**src/rtl/pc_gen_pkg.sv**
```systemverilog
// rtl/pc_gen_pkg.sv - shared types and default constants for the PC generator
//
// Purpose: FSM state encoding and default widths/values used by pc_gen and pc_ras.
// Contents: pc_state_t (S_BOOT, S_RUN), CPU_RESET_ADDR, INST_ADDR_W, HOLD_FLAG_W,
//           HOLD_PC_LVL, INST_STEP_BYTES, RAS_DEPTH_DEF.
package pc_gen_pkg;

    localparam int          INST_ADDR_W     = 32;
    localparam logic [31:0] CPU_RESET_ADDR  = 32'h0000_0000;
    localparam int          INST_STEP_BYTES = 4;
    localparam int          HOLD_FLAG_W     = 3;
    localparam logic [2:0]  HOLD_PC_LVL     = 3'b001;
    localparam int          RAS_DEPTH_DEF   = 4;

    typedef enum logic {
        S_BOOT = 1'b0,
        S_RUN  = 1'b1
    } pc_state_t;

endpackage

```
**src/rtl/pc_ras.sv**
```systemverilog
// rtl/pc_ras.sv - circular return-address stack for call/return prediction
//
// Purpose: stack of return addresses; a push when full overwrites the oldest entry,
//          a pop when empty is ignored, push+pop together replaces the top entry.
// Ports:
//   clk, rstn      clock, synchronous active-low reset
//   clr            synchronous clear (debug reset)
//   push, pop      stack operations (already qualified by the caller)
//   push_addr      address written on push
//   top_addr       current top entry (meaningful only when count != 0)
//   count          number of valid entries, 0..DEPTH
module pc_ras #(
    parameter int ADDR_W = 32,
    parameter int DEPTH  = 4
) (
    input  logic                       clk,
    input  logic                       rstn,
    input  logic                       clr,
    input  logic                       push,
    input  logic                       pop,
    input  logic [ADDR_W-1:0]          push_addr,
    output logic [ADDR_W-1:0]          top_addr,
    output logic [$clog2(DEPTH):0]     count
);

    localparam int PTR_W = $clog2(DEPTH);

    logic [ADDR_W-1:0] mem [DEPTH];
    logic [PTR_W-1:0]  top;
    logic              empty;
    logic              full;
    logic              swap;
    logic              wr_en;
    logic [PTR_W-1:0]  wr_idx;

    assign empty    = (count == '0);
    assign full     = (count == (PTR_W+1)'(DEPTH));
    // Push and pop together on a non-empty stack replace the top in place.
    assign swap     = push && pop && !empty;
    assign wr_en    = push;
    assign wr_idx   = swap ? top : top + 1'b1;
    assign top_addr = mem[top];

    always_ff @(posedge clk) begin
        if (wr_en) begin
            mem[wr_idx] <= push_addr;
        end
    end

    always_ff @(posedge clk) begin
        if (!rstn || clr) begin
            top   <= '0;
            count <= '0;
        end else if (swap) begin
            top   <= top;
        end else if (push) begin
            // Pointer wraps, so a full-stack push silently drops the oldest entry.
            top <= top + 1'b1;
            if (!full) begin
                count <= count + 1'b1;
            end
        end else if (pop && !empty) begin
            top   <= top - 1'b1;
            count <= count - 1'b1;
        end
    end

endmodule

```
**src/rtl/pc_gen.sv**
```systemverilog
// rtl/pc_gen.sv - program-counter generator with redirect arbitration and RAS
//
// Purpose: produces the fetch address on a valid/ready handshake, arbitrating
//          trap > jump > hold > predicted return > sequential increment.
// Ports:
//   clk, rstn          clock, synchronous active-low reset
//   jtag_reset_flag_i  debug reset, same effect as rstn
//   trap_flag_i/trap_addr_i, jump_flag_i/jump_addr_i   redirect requests
//   hold_flag_i        pipeline hold level; >= HOLD_PC freezes the PC
//   pred_call_i/pred_push_addr_i, pred_ret_i           decode RAS predictions
//   pc_ready_i         fetch interface accepts pc_o
//   pc_o, pc_valid_o   fetch request
//   redirect_o         pc_o was loaded non-sequentially on the last edge
//   ras_count_o        valid RAS entries
module pc_gen
    import pc_gen_pkg::*;
#(
    parameter int                ADDR_W     = INST_ADDR_W,
    parameter logic [ADDR_W-1:0] RESET_ADDR = ADDR_W'(CPU_RESET_ADDR),
    parameter int                INST_STEP  = INST_STEP_BYTES,
    parameter int                HOLD_W     = HOLD_FLAG_W,
    parameter logic [HOLD_W-1:0] HOLD_PC    = HOLD_W'(HOLD_PC_LVL),
    parameter int                RAS_DEPTH  = RAS_DEPTH_DEF
) (
    input  logic                       clk,
    input  logic                       rstn,
    input  logic                       jtag_reset_flag_i,
    input  logic                       trap_flag_i,
    input  logic [ADDR_W-1:0]          trap_addr_i,
    input  logic                       jump_flag_i,
    input  logic [ADDR_W-1:0]          jump_addr_i,
    input  logic [HOLD_W-1:0]          hold_flag_i,
    input  logic                       pred_call_i,
    input  logic [ADDR_W-1:0]          pred_push_addr_i,
    input  logic                       pred_ret_i,
    input  logic                       pc_ready_i,
    output logic [ADDR_W-1:0]          pc_o,
    output logic                       pc_valid_o,
    output logic                       redirect_o,
    output logic [$clog2(RAS_DEPTH):0] ras_count_o
);

    localparam logic [ADDR_W-1:0] STEP = ADDR_W'(INST_STEP);

    pc_state_t         state;
    logic              ras_en;
    logic              ras_push;
    logic              ras_pop;
    logic              ret_taken;
    logic [ADDR_W-1:0] ras_top;

    assign pc_valid_o = (state == S_RUN) && (hold_flag_i < HOLD_PC);

    // Predictions are squashed by any higher-priority redirect, a hold, or boot.
    assign ras_en    = pc_valid_o && !trap_flag_i && !jump_flag_i;
    assign ras_push  = ras_en && pred_call_i;
    assign ras_pop   = ras_en && pred_ret_i;
    assign ret_taken = ras_pop && (ras_count_o != '0);

    pc_ras #(
        .ADDR_W (ADDR_W),
        .DEPTH  (RAS_DEPTH)
    ) u_ras (
        .clk       (clk),
        .rstn      (rstn),
        .clr       (jtag_reset_flag_i),
        .push      (ras_push),
        .pop       (ras_pop),
        .push_addr (pred_push_addr_i),
        .top_addr  (ras_top),
        .count     (ras_count_o)
    );

    always_ff @(posedge clk) begin
        if (!rstn || jtag_reset_flag_i) begin
            state      <= S_BOOT;
            pc_o       <= RESET_ADDR;
            redirect_o <= 1'b0;
        end else begin
            redirect_o <= 1'b0;
            case (state)
                S_BOOT: begin
                    state <= S_RUN;
                end
                S_RUN: begin
                    // Trap/jump override hold and a stalled handshake; the
                    // un-accepted address is simply replaced.
                    if (trap_flag_i) begin
                        pc_o       <= trap_addr_i;
                        redirect_o <= 1'b1;
                    end else if (jump_flag_i) begin
                        pc_o       <= jump_addr_i;
                        redirect_o <= 1'b1;
                    end else if (hold_flag_i >= HOLD_PC) begin
                        pc_o <= pc_o;
                    end else if (ret_taken) begin
                        pc_o       <= ras_top;
                        redirect_o <= 1'b1;
                    end else if (pc_ready_i) begin
                        pc_o <= pc_o + STEP;
                    end
                end
                default: begin
                    state <= S_BOOT;
                end
            endcase
        end
    end

endmodule

```
**config.mk**
```make
export PLATFORM = sky130hd
export DESIGN_NAME = pc_gen
export DESIGN_NICKNAME = d
export VERILOG_FILES = /design/src/rtl/pc_gen_pkg.sv /design/src/rtl/pc_ras.sv /design/src/rtl/pc_gen.sv
export SDC_FILE = /design/constraint.sdc
export NUM_CORES = 1
export LEC_CHECK = 0
export ABC_AREA = 0
export CELL_PAD_IN_SITES_DETAIL_PLACEMENT = 2
export CELL_PAD_IN_SITES_GLOBAL_PLACEMENT = 2
export CORE_ASPECT_RATIO = 0.8
export CORE_UTILIZATION = 39
export DETAILED_ROUTE_END_ITERATION = 6
export DONT_BUFFER_PORTS = 1
export GPL_TIMING_DRIVEN = 0
export PLACE_DENSITY_LB_ADDON = 0.25
export REMOVE_ABC_BUFFERS = 1
export SLEW_MARGIN = 20
export SYNTH_ARGS = -nofsm -noshare
export SYNTH_HDL_FRONTEND = slang
export SYNTH_SLANG_ARGS = --single-unit
```
**constraint.sdc**
```tcl
create_clock -name clk -period 5.6 [get_ports clk]
set_input_delay 0.84 -clock clk [delete_from_list [all_inputs] [get_ports clk]]
set_output_delay 0.84 -clock clk [all_outputs]
set_load 0.01 [all_outputs]
```
==> impl_metrics.tcl, run 1 <==
set metrics [dict create \
    status "finished, final reports clean" \
    crit_type "in2reg" \
    start_kind "input port" \
    grt_pass1_wl_um 38960 \
    max_freq_mhz 299.4 \
    worst_r2r_startpoint "state" \
    via_per_inst 6.365 \
    cts.sink_count 169 \
    max-slew-margin-rel_pct 14.50 \
    overflow 0 \
    first_iter_violations 369 \
    hold_viol 0 \
    grt_pass1_vias 6163 \
    tightestPinTransition_ns 1.278 \
    final_cell_mix "edfxtp_1, nand2_1, a21oi_1, dfxtp_1, mux4_2" \
    cts_max_path_buffers 2 \
    drv_slew 0 \
    cts_resized 0 \
    drt-total-wl_um 25940 \
    crit_chain "nor2_1, nand3_2, nor4_2, buf_2, buf_2, buf_2" \
    synthToLayoutAreaGrowth_pct 13.06 \
    synthesis.area_um2 7751 \
    cts-root-buf "clkbuf_16" \
    crit_top_cell "buf_2" \
    dieArea_um2 20450 \
    pre_cts_ws_ns 1.696 \
    drive_above_1_share_pct 19.63 \
    rsz0062_at_grt "no" \
    fin_skew_ns 0.01150 \
    grtUsageTotal_pct 26.54 \
    reg2reg_slack_ns 2.34 \
    rr_endpoint "pc_o[13]" \
    met2_length_um 12870 \
    grt_max_degree 32 \
    wire_per_inst_um 30.16 \
    setup_tns_ns 0 \
    cts_made_buffers 17 \
    wl_met3_um 2067 \
    die_w_um 159.6 \
    p_leak_nw 2.635 \
    ios 144 \
    synth_cells 587 \
    final_common_cell "edfxtp_1" \
    max_stage_delay_ns 0.95 \
    cp_num_buf_inv 3 \
    antenna_found_initial 1 \
    max-cap-violations 0 \
    synth_edf_count 128 \
    htree_levels 4 \
    cpLargestDelayFamily "simple AND/OR/NAND/NOR gates" \
    post-dp-hpwl_um 17960 \
    synthFlopType "edfxtp_1" \
    synth_top_cell_by_area "edfxtp_1" \
    die_y_um 128.1 \
    ff2ff_path_depth 6 \
    setup_violations 0 \
    synth.distinct_cells 79 \
    cp-end-kind "flip-flop" \
    ir_drop_mv 0.1912 \
    post-route-period-util_pct 59.63 \
    drc_errors 0 \
    setup_slack_ns 2.260 \
    cp.arrival_ns 3.49 \
    period_needed_ns 3.340 \
    cts_tree "built" \
    synth.area.top_cells "edfxtp_1, dfxtp_1, mux4_2" \
    postCtsSetupBuffers 0 \
    hp-start "pred_push_addr_i[31]" \
    ctsHoldBuffers 0 \
    whs_path_depth 0 \
    postRouteAntennaNets 0 \
    top_layer "met4" \
    insertion_delay_ns 0.45 \
    start_util_pct 40.37 \
    required_ns 5.75 \
    postSynth.asyncResetShare_pct 0 \
    clkTransAtPathRegs_ns 0.07 \
    drt-met1-wl_um 10200 \
    ys_seq_elements 169 \
    synth_seq_area_share_pct 60.18 \
    final_nets 697 \
    min_to "u_ras.mem[0][31]" \
    gp_congestion 0.7559 \
    core-area_um2 19200 \
    netlist.area_leader.share_pct 49.59 \
    port-buffer-count 0 \
    path_max_fanout 22 \
    synth_warnings 0 \
    synth.avg_cell_area_um2 13.20 \
    crit_path_top_delay_cell "nor2_1" \
    num_vias 5474 \
    holdCritPathClass "in2reg" \
    placementRows 45 \
    pwr_density_cell_nw_per_um2 313.7 \
    dr.pass1.iters 4 \
]
## routing by layer
layer	GRT usage, %	up-vias
li1	-	2356
met1	31.47	2881
met2	44.03	190
met3	8.800	47
met4	12.16	0
met5	0	-
## cell type report
type | instances | area, µm²
Multi-Input combinational cell | 370 | 2903
Clock inverter | 15 | 210.2
Clock buffer | 17 | 425.4
Tap cell | 258 | 322.8
Sequential cell | 169 | 4669
Fill cell | 1866 | 10440
Inverter | 11 | 46.29
Antenna cell | 1 | 2.502
Timing Repair Buffer | 19 | 183.9
## report_power, final
| part | total [mW] | switching, mW | internal (mW) |
|---|---|---|---|
| Combinational | 0.0935 | 0.0621 | 0.0315 |
| Clock | 1.29 | 0.533 | 0.755 |
| Sequential | 1.37 | 0.0156 | 1.35 |
| Total | 2.75 | 0.611 | 2.14 |
## worst register-to-register path, delay by kind of cell, from the launching register on
family                 cells  cell delay, ns
AO/OA/AOI/OAI              2            0.76
buffers and inverters      1            0.32
flip-flops                 1            0.34
AND/OR/NAND/NOR            3            1.73
## worst max-delay path by stage
stage,startpoint,end,cells after the start
2_1_floorplan,hold_flag_i[0],u_ras.mem[3][0],4
4_1_cts,jtag_reset_flag_i,pc_o[31],5
5_1_grt,state,pc_o[13],6
3_5_place_dp,jtag_reset_flag_i,pc_o[31],5
3_3_place_gp,hold_flag_i[0],u_ras.mem[3][1],4
6_report,jump_flag_i,u_ras.mem[3][1],6
## logic make-up after synthesis
family / count (synthesis) / share of synthesized area (%)
buffers and inverters: 48 / 2.954
muxes: 34 / 9.572
and+or+nand+nor: 171 / 11.62
AOI/OAI and AO/OA: 153 / 14.12
DFF: 169 / 60.18
adders and majority gates: 2 / 0.4197
xor gates and xnor gates: 10 / 1.130
## through the flow
step	power (mW)	utilization [%]	instances	hold WS (ns)	cell area (µm²)
floorplan	1.450	-	550	0.4903	7569
global placement	1.480	41.10	808	0.5274	7891
detailed placement	1.486	42.29	827	0.5447	8119
CTS	2.764	45.60	859	0.4713	8755
global route	2.817	45.64	860	0.4654	8763
finish	2.749	45.64	860	0.4845	8763
## flip-flops by register name (all words and copies together), names as in the netlist, named ones only
name	flops
u_ras.count	3
redirect_o	1
u_ras.mem	128
state	1
u_ras.top	2
pc_o	32
## synth_stat cells, types with 7 or more instances
master / count
xnor2_1: 8
nor3_1: 23
edfxtp_1: 128
nor2_1: 31
nand3_1: 15
buf_2: 13
nor4_1: 11
clkbuf_1: 17
nand4_1: 8
o31ai_1: 7
o22ai_1: 17
nand2_1: 44
or3_1: 8
nand2b_1: 7
dfxtp_1: 41
a21oi_1: 42
o21ai_0: 11
mux4_2: 32
inv_1: 9
(Power assumes the default switching activity.)
==> inputs of run 2 (changes only) <==
CORE_UTILIZATION = 43   (was 39)
clock period = 3.1 ns   (was 5.6 ns; I/O delays follow)
==> run 2 against run 1 <==
The flow now finishes with violations (design-rule violations); combinational power rose by 86%; core utilization rose by 4.1 points; worst hold slack got worse by 0.38 ns; sequential share of layout area rose by 0.43 points; die area fell by 9.2%; non-clock buffer count rose by 3; wire length rose by 1.6%; clock power rose by 63%; largest cell class unchanged; highest routed layer unchanged.
==> impl_metrics.tcl, run 2 (synthesized netlist as in run 1, its figures left out) <==
set metrics [dict create \
    stdcell_area_um2 8693 \
    p_switching_mw 1.120 \
    setup_violations 0 \
    violations "design-rule violations" \
    htree_levels 4 \
    gp_congestion 0.7795 \
    finalPower_mw 4.747 \
    hold_viol 0 \
    post-dp-hpwl_um 18220 \
    crit_type "reg2reg" \
    comb_power_share_pct 3.7 \
    max-slew-margin-rel_pct 23.24 \
    cts-root-buf "clkbuf_16" \
    intPower_mw 3.627 \
    final_nets 700 \
    insertion_delay_ns 0.45 \
    drive_above_1_share_pct 20.03 \
    num_vias 5519 \
    tightestPinTransition_ns 1.147 \
    cts_max_path_buffers 2 \
    swShare_pct 23.59 \
    drv_slew 0 \
    via_per_inst 6.657 \
    start_util_pct 44.33 \
    grt_pass1_vias 6206 \
    status "complete, but fails checks" \
    cts_made_buffers 17 \
    drc_errors 16 \
    p_seq_share_pct 52.0 \
    max-cap-violations 0 \
    layout.cells.non_filler 829 \
    fin_skew_ns 0.009574 \
    cts.sink_count 169 \
    overflow 0 \
    crit_chain "or4b_4, clkinv_4, nand3_2, nor4_4, buf_4, buf_2, buf_2" \
    clockPowerShare_pct 44.3 \
    p_leak_nw 2.645 \
    ios 144 \
    postRouteAntennaNets 0 \
    required_ns 3.25 \
    holdCritPathClass "in2reg" \
    grt_max_degree 32 \
    die_w_um 152.1 \
    cp.arrival_ns 3.16 \
    dp_cells 792 \
    largest_reg_flops 128 \
    placementRows 43 \
    start_kind "flip-flop" \
    dieArea_um2 18570 \
    final_common_cell "edfxtp_1" \
    wire_per_inst_um 31.79 \
    first_iter_violations 414 \
    hold_slack_ns 0.1059 \
    core-area_um2 17490 \
    max_freq_mhz 332.3 \
    dr.pass1.iters 6 \
    diodes 0 \
    period_needed_ns 3.010 \
    path_max_fanout 11 \
    antenna_found_initial 0 \
    die_y_um 122.1 \
    final_cell_mix "edfxtp_1, nand2_1, a21oi_1, dfxtp_1, mux4_2" \
    grtUsageTotal_pct 29.83 \
    max_stage_delay_ns 0.65 \
    port-buffer-count 0 \
    synthToLayoutAreaGrowth_pct 12.15 \
    placed_area_um2 8058 \
    clkTransAtPathRegs_ns 0.07 \
    ir_drop_mv 0.3723 \
    top_register "u_ras.mem" \
    crit_top_cell "buf_2" \
    grt_pass1_wl_um 39170 \
    crit_path_top_delay_cell "or4b_4" \
    cts_tree "built" \
    post-route-period-util_pct 97.08 \
    ctsHoldBuffers 0 \
    pwr_density_cell_nw_per_um2 546.0 \
    reg.largest.list "u_ras.mem (128), pc_o (32), u_ras.count (3)" \
    drt-total-wl_um 26350 \
    cp-end-kind "flip-flop" \
]
## run 2: final timing paths
kind | start | end | slack (ns) | cells after the start
worst max-delay path | state | u_ras.mem[1][16] | 0.09 | 7
worst max register to register | state | u_ras.mem[1][16] | 0.09 | 7
worst min register to register | pc_o[0] | pc_o[0] | 0.54 | 2
worst min-delay path | pred_push_addr_i[6] | u_ras.mem[3][6] | 0.11 | 0
## run 2: power groups by stage
stage          Combinational (mW)  Sequential [mW]  Clock, mW
5_1_grt                     0.186             2.47       2.20
3_5_place_dp                0.169             2.52          0
2_1_floorplan               0.109             2.51          0
6_report                    0.174             2.47       2.10
3_3_place_gp                0.156             2.52          0
4_1_cts                     0.172             2.47       2.13
## run 2: layer usage
layer  up-vias  global-route usage (%)  routed length [µm]
met2       217                   50.14               13030
met4         0                   16.52                 980
met1      2866                   35.26               10430
li1       2372                       -                   -
met5         -                       0                   0
met3        64                   7.969                1916
## run 2: area by class of cell
| type | instances | area, µm² |
|---|---|---|
| sequential | 169 | 4669 |
| clock buffer | 18 | 429.2 |
| multi-input combinational | 370 | 2928 |
| timing repair buffer | 22 | 201.4 |
| fill | 1660 | 8792 |
| inverter | 11 | 47.55 |
| tap | 225 | 281.5 |
| clock inverter | 14 | 136.4 |
## run 2: critical path, delay by kind of cell (launching register included)
family / cells / cell delay, ns
AND/OR/NAND/NOR: 3 / 1.38
buffers and inverters: 4 / 0.86
flip-flops: 1 / 0.45
## run 2: metrics by stage
| step | setup slack, ns | setup TNS [ns] | util, % |
|---|---|---|---|
| floorplan | -2.151 | -155.91 | - |
| global placement | -5.498 | -498.21 | 44.89 |
| detailed placement | -0.5752 | -24.19 | 46.08 |
| CTS | 0.05013 | 0 | 49.53 |
| global route | -0.01027 | -0.05818 | 49.72 |
| finish | 0.09042 | 0 | 49.72 |
## run 2: what timing repair did
action / 4_1_cts / 5_1_grt
gates resized for setup: 4 / 1
gates cloned: 0 / 0
endpoints found under the setup margin: 70 / 24
pin swaps: 2 / 2
buffers inserted: 2 / 3
==> inputs of run 3 (changes only) <==
CORE_MARGIN = 10   (was not set)
==> run 3 against run 2 <==
The flow now finishes without violations; cell count increased by 0.24%; wire length increased by 1.9%; die area increased by 28%; sequential power about the same; worst setup slack improved by 0.13 ns; largest power group unchanged.
==> impl_metrics.tcl, run 3 (synthesized netlist as in run 1, its figures left out) <==
set metrics [dict create \
    stdcell_area_um2 8761 \
    drv_slew 0 \
    port-buffer-count 0 \
    holdCritPathClass "in2reg" \
    max_freq_mhz 347.1 \
    hold_viol 0 \
    cp-end-kind "flip-flop" \
    crit_type "reg2reg" \
    postRouteAntennaNets 0 \
    start_util_pct 44.19 \
    core-area_um2 17540 \
    cts_made_buffers 17 \
    wire_per_inst_um 32.32 \
    cts-root-buf "clkbuf_16" \
    crit_top_cell "buf_2" \
    path_max_fanout 11 \
    wl_met3_um 2423 \
    drt-total-wl_um 26860 \
    grt_pass1_wl_um 40250 \
    first_iter_violations 486 \
    placementRows 43 \
    setup_slack_ns 0.2193 \
    period_needed_ns 2.881 \
    drive_above_1_share_pct 20.79 \
    cts_max_path_buffers 2 \
    final_nets 702 \
    grt_pass1_vias 6199 \
    grt_max_degree 32 \
    drc_errors 0 \
    htree_levels 4 \
    via_per_inst 6.662 \
    synthToLayoutAreaGrowth_pct 13.03 \
    overflow 0 \
    num_vias 5536 \
    grtUsageTotal_pct 22.87 \
    dp_cells 794 \
    diodes 0 \
    reg.largest.list "u_ras.mem (128), pc_o (32), u_ras.count (3)" \
    max-slew-margin-rel_pct 22.57 \
    dr.pass1.iters 6 \
    placed_area_um2 8104 \
    crit_path_top_delay_cell "or4b_4" \
    cpLargestDelayFamily "simple AND/OR/NAND/NOR gates" \
    required_ns 3.26 \
    post-dp-hpwl_um 19200 \
    cts_tree "built" \
    cp_num_buf_inv 4 \
    insertion_delay_ns 0.45 \
    post-route-period-util_pct 92.93 \
    top_register "u_ras.mem" \
    cts.sink_count 169 \
    hold_slack_ns 0.1083 \
    gp_congestion 0.8059 \
    max_stage_delay_ns 0.63 \
    top_layer "met4" \
    ir_drop_mv 0.3775 \
    max-cap-violations 0 \
    dieArea_um2 23830 \
    final_cell_mix "edfxtp_1, nand2_1, a21oi_1, dfxtp_1, mux4_2" \
    die_w_um 170.1 \
    rsz0062_at_grt "no" \
    met2_length_um 13490 \
    p_leak_nw 2.668 \
    status "finished, final reports clean" \
    clkTransAtPathRegs_ns 0.07 \
    tightestPinTransition_ns 1.157 \
    pre_cts_ws_ns -0.5123 \
    antenna_found_initial 0 \
    cp.arrival_ns 3.04 \
    start_kind "flip-flop" \
    setup_violations 0 \
    ios 144 \
    pwr_density_cell_nw_per_um2 539.2 \
    setup_tns_ns 0 \
    layout.cells.non_filler 831 \
    die_y_um 140.1 \
    crit_chain "or4b_4, clkinv_4, nand3_4, nor4_4, buf_2, buf_2, buf_4" \
    fin_skew_ns 0.01408 \
    largest_reg_flops 128 \
    drt-met1-wl_um 10350 \
    final_common_cell "edfxtp_1" \
]
## run 3: changes by cell type in the layout (fill, tap and decap cells not counted), moves of 2 or more
| cell | delta |
|---|---|
| inv_6 | -5 |
| buf_16 | +3 |
| buf_12 | -2 |
| clkinv_8 | +2 |
| clkinv_4 | +3 |
| buf_4 | +2 |
| inv_8 | +3 |
## run 3: worst reg2reg max path: stages, from the launching register on
cell and delay, ns:
dfxtp_1 0.42, or4b_4 0.64, clkinv_4 0.20, nand3_4 0.19, nor4_4 0.44, buf_2 0.27, buf_2 0.24, buf_4 0.19
## run 3: final timing paths
| path | startpoint | to | slack (ns) | cells past startpoint |
|---|---|---|---|---|
| setup / recovery | state | u_ras.mem[3][9] | 0.22 | 7 |
| hold / removal | pred_push_addr_i[1] | u_ras.mem[0][1] | 0.11 | 0 |
| setup reg to reg | state | u_ras.mem[3][9] | 0.22 | 7 |
| hold reg to reg | pc_o[0] | pc_o[0] | 0.56 | 2 |
## run 3: cell type report
cell class / instances / area (µm²)
Sequential cell: 169 / 4669
Clock inverter: 15 / 151.4
Fill cell: 1636 / 8778
Clock buffer: 17 / 425.4
Inverter: 11 / 47.55
Tap cell: 225 / 281.5
Timing Repair Buffer: 24 / 247.7
Multi-Input combinational cell: 370 / 2938
## run 3: repair_timing
| item | 4_1_cts | 5_1_grt |
|---|---|---|
| pin swaps | 0 | 3 |
| endpoints found under the setup margin | 45 | 52 |
| buffers inserted | 0 | 5 |
| hold buffers | 0 | 0 |
| gates resized for setup | 2 | 3 |
## run 3: report_power, final
group	internal, mW	switching [mW]	leakage, nW
combinational	0.0573	0.111	0.898
clock	1.07	1.01	0.287
sequential	2.44	0.0293	1.48
## run 3: through the flow
| step | power (mW) | util, % |
|---|---|---|
| after floorplan | 2.620 | - |
| after CTS | 4.749 | 49.52 |
| final | 4.724 | 49.95 |
| after global routing | 4.866 | 49.95 |
| after detailed placement | 2.685 | 46.20 |
| after global placement | 2.674 | 44.76 |
## run 3: layer usage
| metal | track usage, % | vias to the layer above |
|---|---|---|
| li1 | - | 2373 |
| met1 | 26.15 | 2913 |
| met2 | 38.26 | 212 |
| met3 | 9.014 | 38 |
| met4 | 7.742 | 0 |
| met5 | 0 | - |
